$ cat src/rtl/divsqrt_iter_core.sv
// rtl/divsqrt_iter_core.sv - iterative radix-2 unsigned divide / square-root core
// One result bit per BUSY cycle; results held from the DONE edge until the next completion.
module divsqrt_iter_core #(
  parameter int WIDTH = 32
) (
  input  logic             clk_i,
  input  logic             rst_i,
  input  logic             div_start_i,
  input  logic             sqrt_start_i,
  input  logic [WIDTH-1:0] operand_a_i,
  input  logic [WIDTH-1:0] operand_b_i,
  input  logic             kill_i,
  output logic [WIDTH-1:0] result_o,
  output logic [WIDTH-1:0] rem_o,
  output logic             div_by_zero_o,
  output logic             ready_o,
  output logic             done_o
);

  localparam int H  = WIDTH / 2;
  localparam int SW = H + 5;
  localparam int CW = $clog2(WIDTH);

  typedef enum logic [1:0] {S_IDLE, S_BUSY, S_DONE} state_t;

  state_t           r_state;
  state_t           w_state_nxt;
  logic [CW-1:0]    r_cnt;
  logic [WIDTH-1:0] r_a;
  logic [WIDTH-1:0] r_b;
  logic             r_op_div;
  logic             r_dbz;
  logic [WIDTH:0]   r_drem;
  logic [SW-1:0]    r_sr;
  logic [WIDTH-1:0] r_q;
  logic [WIDTH-1:0] r_result;
  logic [WIDTH-1:0] r_rem;
  logic             r_dbz_out;

  logic             w_start;
  logic             w_last;
  logic [WIDTH:0]   w_drem_sh;
  logic [WIDTH+1:0] w_ddiff;
  logic             w_dbit;
  logic [WIDTH:0]   w_drem_nxt;
  logic [WIDTH-1:0] w_dq_nxt;
  logic [SW-1:0]    w_sr_sh;
  logic [SW-1:0]    w_sq_t;
  logic [SW-1:0]    w_sr_nxt;
  logic [H-1:0]     w_sq_nxt;
  logic [SW-1:0]    w_sr_fix;

  assign w_start = (div_start_i | sqrt_start_i) & ready_o & ~kill_i;
  assign w_last  = (r_state == S_BUSY) && (r_cnt == '0);

  // Restoring divide step: shift in next dividend bit, trial-subtract divisor.
  assign w_drem_sh  = (WIDTH+1)'({r_drem, r_a[WIDTH-1]});
  assign w_ddiff    = {1'b0, w_drem_sh} - {2'b00, r_b};
  assign w_dbit     = ~w_ddiff[WIDTH+1];
  assign w_drem_nxt = w_dbit ? w_ddiff[WIDTH:0] : w_drem_sh;
  assign w_dq_nxt   = WIDTH'({r_q, w_dbit});

  // Non-restoring sqrt step: sign of the partial remainder picks add (4Q+3) or subtract (4Q+1).
  assign w_sr_sh  = SW'({r_sr, r_a[WIDTH-1 -: 2]});
  assign w_sq_t   = r_sr[SW-1] ? SW'({r_q[H-1:0], 2'b11}) : SW'({r_q[H-1:0], 2'b01});
  assign w_sr_nxt = r_sr[SW-1] ? (w_sr_sh + w_sq_t) : (w_sr_sh - w_sq_t);
  assign w_sq_nxt = H'({r_q, ~w_sr_nxt[SW-1]});
  assign w_sr_fix = w_sr_nxt[SW-1] ? (w_sr_nxt + SW'({w_sq_nxt, 1'b1})) : w_sr_nxt;

  always_ff @(posedge clk_i) begin
    if (rst_i) r_state <= S_IDLE;
    else       r_state <= w_state_nxt;
  end

  always_comb begin
    w_state_nxt = r_state;
    if (kill_i) begin
      w_state_nxt = S_IDLE;
    end else begin
      case (r_state)
        S_IDLE:  if (w_start) w_state_nxt = S_BUSY;
        S_BUSY:  if (w_last) w_state_nxt = S_DONE;
        S_DONE:  w_state_nxt = w_start ? S_BUSY : S_IDLE;
        default: w_state_nxt = S_IDLE;
      endcase
    end
  end

  always_comb begin
    ready_o = 1'b1;
    done_o  = 1'b0;
    case (r_state)
      S_BUSY:  ready_o = 1'b0;
      S_DONE:  done_o  = 1'b1;
      default: ;
    endcase
  end

  always_ff @(posedge clk_i) begin
    if (rst_i) begin
      r_cnt     <= '0;
      r_a       <= '0;
      r_b       <= '0;
      r_op_div  <= 1'b0;
      r_dbz     <= 1'b0;
      r_drem    <= '0;
      r_sr      <= '0;
      r_q       <= '0;
      r_result  <= '0;
      r_rem     <= '0;
      r_dbz_out <= 1'b0;
    end else if (w_start) begin
      r_a      <= operand_a_i;
      r_b      <= operand_b_i;
      r_op_div <= div_start_i;
      r_dbz    <= div_start_i & (operand_b_i == '0);
      r_drem   <= '0;
      r_sr     <= '0;
      r_q      <= '0;
      r_cnt    <= div_start_i ? CW'(WIDTH - 1) : CW'(H - 1);
    end else if (r_state == S_BUSY && !kill_i) begin
      r_cnt <= r_cnt - 1'b1;
      if (r_op_div) begin
        // A zero divisor freezes the datapath so the dividend survives as the remainder.
        if (!r_dbz) begin
          r_a    <= r_a << 1;
          r_drem <= w_drem_nxt;
          r_q    <= w_dq_nxt;
        end
      end else begin
        r_a  <= r_a << 2;
        r_sr <= w_sr_nxt;
        r_q  <= WIDTH'(w_sq_nxt);
      end
      if (w_last) begin
        r_dbz_out <= r_op_div & r_dbz;
        if (!r_op_div) begin
          r_result <= WIDTH'(w_sq_nxt);
          r_rem    <= WIDTH'(w_sr_fix);
        end else if (r_dbz) begin
          r_result <= '1;
          r_rem    <= r_a;
        end else begin
          r_result <= w_dq_nxt;
          r_rem    <= w_drem_nxt[WIDTH-1:0];
        end
      end
    end
  end

  assign result_o      = r_result;
  assign rem_o         = r_rem;
  assign div_by_zero_o = r_dbz_out;

endmodule

$ cat config.mk
export PLATFORM = sky130hd
export DESIGN_NAME = divsqrt_iter_core
export DESIGN_NICKNAME = d
export VERILOG_FILES = /design/src/rtl/divsqrt_iter_core.sv
export SDC_FILE = /design/constraint.sdc
export NUM_CORES = 1
export LEC_CHECK = 0
export ABC_AREA = 0
export CORE_MARGIN = 2
export CORE_UTILIZATION = 25
export CTS_BUF_LIST = sky130_fd_sc_hd__clkbuf_16
export DETAILED_ROUTE_END_ITERATION = 10
export DONT_BUFFER_PORTS = 1
export SYNTH_ARGS = -nofsm -noshare
export SYNTH_HDL_FRONTEND = slang
export SYNTH_SLANG_ARGS = --single-unit
$ cat constraint.sdc
create_clock -name clk_i -period 13.7 [get_ports clk_i]
set_clock_uncertainty 0.05 [all_clocks]
set_input_delay 2.74 -clock clk_i [delete_from_list [all_inputs] [get_ports clk_i]]
set_output_delay 2.74 -clock clk_i [all_outputs]
set_load 0.01 [all_outputs]
==> flow_metrics.py <==
metrics = {
    "outcome": {
        "run_status": "complete, no violations",
    },
    "global_routing": {
        "grt_util_all_layers": 0.156,
        "overflow": 0,
        "pin_count_of_the_biggest_net_entering_global_routing": 119,
        "first_global_vias": 11500,
        "grt_antenna_before_repair": 1,
        "first_pass_grt_wire_length_microns": 66800,
    },
    "logic_synthesis": {
        "mappedNetlistNets": 1846,
        "synth-async-reset-ratio": 0,
        "synthesis_stage_register_bit_count": 221,
        "synthesis.area_sq_um": 13000,
        "synth_sequential_area_ratio": 0.340,
        "synth_edf_count": 0,
        "synth_cells": 1707,
        "synth.area.top_cells": "sky130_fd_sc_hd__dfxtp_1 (34%), sky130_fd_sc_hd__nand2_1 (8.6%), sky130_fd_sc_hd__a21oi_1 (8.5%), sky130_fd_sc_hd__ha_1 (6.6%), sky130_fd_sc_hd__nor2_1 (3.9%)",
        "synth.largest_area_cell": "sky130_fd_sc_hd__dfxtp_1",
        "post-synth-top-area-fraction": 0.340,
        "post_synth_cell_types": 71,
        "yosysWarnings": 0,
        "synthFlopType": "sky130_fd_sc_hd__dfxtp_1",
        "synthesis.area_per_instance_sq_um": 7.62,
    },
    "final_layout": {
        "final_nets": 1778,
        "final_common_cell": "sky130_fd_sc_hd__nand2_1",
        "multiInputGateArea_sq_um": 7970,
        "layout-area-overhead-vs-synth_pct": 10.5,
        "layout-drive-gt1-share": 0.0405,
        "register_area_sq_um": 4430,
        "final_cell_mix": "sky130_fd_sc_hd__nand2_1 (296), sky130_fd_sc_hd__a21oi_1 (221), sky130_fd_sc_hd__dfxtp_1 (219)",
        "fill_cells": 5528,
    },
    "clock_tree": {
        "clock_tree.root_cell": "sky130_fd_sc_hd__clkbuf_16",
        "clock_transition_at_path_regs_ps": 60,
        "clk-insertion-delay-late_ps": 550,
        "number_of_cts_inserted_buffers": 25,
        "tritoncts_num_sinks": 221,
        "cts.repair.resized": 0,
        "clockBufferDepth": 3,
        "tritoncts_clock_tree": "built",
        "postCtsSetupRepairBufs": 0,
        "cts.hold.buffers_added": 0,
        "h-tree-depth": 1,
    },
    "floorplanning": {
        "chipWidth_microns": 232,
        "die_outline_area_sq_um": 53900,
        "fp-row-count": 83,
        "die_height_microns": 232,
        "initial_cell_density_of_the_core": 0.253,
        "core_area_sq_um": 51400,
        "boundaryPins": 136,
    },
    "critical_path": {
        "worstSetupEndpointType": "flop",
        "crit_fanout": 39,
        "setup.worst_path.start_class": "flop",
        "setup.worst_path.class": "reg -> reg",
        "data_arrival_time_of_the_worst_path_ps": 5850,
        "worst_ep_required_time_ps": 14130,
    },
    "timing": {
        "slew_violations": 0,
        "slew_worst_pin_ps": 1220,
        "timing.final.hold_violations": 0,
        "finalCritPeriodShare": 0.396,
        "hold_ws_ps": 399,
        "fmaxAchievable_mhz": 185,
        "timing.final.setup_violations": 0,
        "slew_headroom": 0.183,
        "rsz0062_at_grt": "false",
        "finalSetupTns_ps": 0,
        "post-route-min-period_ps": 5420,
    },
    "drt": {
        "dr.first_iter.drc_count": 926,
        "ant_nets": 0,
        "viasPerCell": 5.19,
        "dr_total_vias": 12100,
        "drt-wirelength-per-cell_microns": 18.5,
        "drt_first_pass_iters": 5,
        "wl_microns": 43200,
        "drc_errors_left": 0,
    },
    "placement": {
        "detailed_place_hpwl_microns": 31900,
        "gp_congestion": 0.913,
        "buffer_ports.inserted": 0,
    },
    "run": {
        "drv_cap": 0,
    },
    "power": {
        "powerDensity_nw_per_um2": 128,
        "static-leakage-power_nw": 5.14,
        "vdd_ir_drop_max_v": 0.0000800,
    },
    "hold_path": {
        "hp-class": "reg -> reg",
    },
}
where the power goes:
group / leakage (nW) / total [mW] / internal, mW / switching (mW)
logic: 2.94 / 0.467 / 0.177 / 0.289
clock network: 0.406 / 0.684 / 0.405 / 0.280
registers: 1.79 / 0.689 / 0.663 / 0.0255
total: 5.14 / 1.84 / 1.25 / 0.595
critical path: stages, from the launching register on:
cell	delay [ps]
sky130_fd_sc_hd__dfxtp_1	1040
sky130_fd_sc_hd__xnor2_1	190
sky130_fd_sc_hd__ha_1	360
sky130_fd_sc_hd__nor2b_1	220
sky130_fd_sc_hd__o31a_1	210
sky130_fd_sc_hd__o2111ai_1	220
sky130_fd_sc_hd__a2111o_1	440
sky130_fd_sc_hd__o211ai_2	60
sky130_fd_sc_hd__buf_4	380
sky130_fd_sc_hd__ha_1	320
sky130_fd_sc_hd__nor2b_1	150
sky130_fd_sc_hd__o21a_1	200
sky130_fd_sc_hd__o31ai_1	270
sky130_fd_sc_hd__a21oi_1	170
sky130_fd_sc_hd__a221oi_1	390
sky130_fd_sc_hd__a211oi_1	180
sky130_fd_sc_hd__nand3_1	140
sky130_fd_sc_hd__xnor2_1	140
sky130_fd_sc_hd__nand2b_1	70
sky130_fd_sc_hd__a21oi_1	130
per-stage QoR:
stage / util / cells / setup WS, ps / power [mW] / area (sq um)
5_1_grt: 0.280 / 2334 / 7920 / 1.93 / 14400
4_1_cts: 0.280 / 2334 / 8380 / 1.85 / 14400
3_5_place_dp: 0.264 / 2292 / 8400 / 1.16 / 13600
2_1_floorplan: - / 1707 / 8950 / 1.06 / 13000
3_3_place_gp: 0.264 / 2292 / 8480 / 1.15 / 13600
6_report: 0.280 / 2335 / 8280 / 1.84 / 14400
final cells by class:
class,count,area share
flip-flops and latches,221,0.308
diodes,1,0.000174
well taps,680,0.0592
inverters,57,0.0149
repair buffers,13,0.00679
multi-input cells,1321,0.554
clock buffers,25,0.0435
clock inverters,17,0.0130
kinds of logic (layout without fill, tap and decap cells):
kind of cell    Yosys count  after routing  synth area share
compound gates          529            529             0.256
other cells               0              1                 0
buf+inv                 165            112            0.0503
fa+ha+maj                70             70            0.0679
xor+xnor                 72             72            0.0485
mux                      48             48            0.0369
flops                   221            221             0.340
simple gates            602            602             0.200
state kept, by name, summed over array words and instances, names as in the netlist, 2 cells and up:
| signal | flops |
|---|---|
| r_sr | 20 |
| r_b | 32 |
| r_state | 2 |
| r_drem | 32 |
| r_q | 31 |
| rem_o | 32 |
| result_o | 32 |
| r_a | 32 |
| r_cnt | 5 |
worst paths after layout:
| path | to | cells after the start | slack [ps] | startpoint |
|---|---|---|---|---|
| max | rem_o[19]$_SDFFE_PP0P_ | 19 | 8280 | r_sr[20]$_SDFFE_PP0P_ |
| min | r_b[18]$_SDFFE_PP0P_ | 2 | 400 | r_b[18]$_SDFFE_PP0P_ |
| max reg2reg | rem_o[19]$_SDFFE_PP0P_ | 19 | 8280 | r_sr[20]$_SDFFE_PP0P_ |
| min reg2reg | r_b[18]$_SDFFE_PP0P_ | 2 | 400 | r_b[18]$_SDFFE_PP0P_ |
routing by layer:
metal / vias to the layer above / track usage / part of all wire
met3: 59 / 0.0334 / 0.066
met2: 324 / 0.252 / 0.45
met5: - / 0 / 0
li1: 5934 / - / -
met1: 5807 / 0.207 / 0.46
met4: 0 / 0.0493 / 0.026
synth_stat cells (13+ instances only):
cell type	count
sky130_fd_sc_hd__a21oi_1	221
sky130_fd_sc_hd__ha_1	69
sky130_fd_sc_hd__o21ai_0	72
sky130_fd_sc_hd__a21o_1	30
sky130_fd_sc_hd__o211ai_1	54
sky130_fd_sc_hd__nor2_1	135
sky130_fd_sc_hd__mux2i_1	48
sky130_fd_sc_hd__nor2b_1	13
sky130_fd_sc_hd__nand3_1	20
sky130_fd_sc_hd__xnor2_1	51
sky130_fd_sc_hd__nor3_1	60
sky130_fd_sc_hd__xor2_1	21
sky130_fd_sc_hd__inv_1	57
sky130_fd_sc_hd__a211oi_1	33
sky130_fd_sc_hd__nand2_1	298
sky130_fd_sc_hd__a22oi_1	19
sky130_fd_sc_hd__dfxtp_1	221
sky130_fd_sc_hd__clkbuf_1	82
sky130_fd_sc_hd__nand2b_1	15
Power figures use the tool's default switching activity.
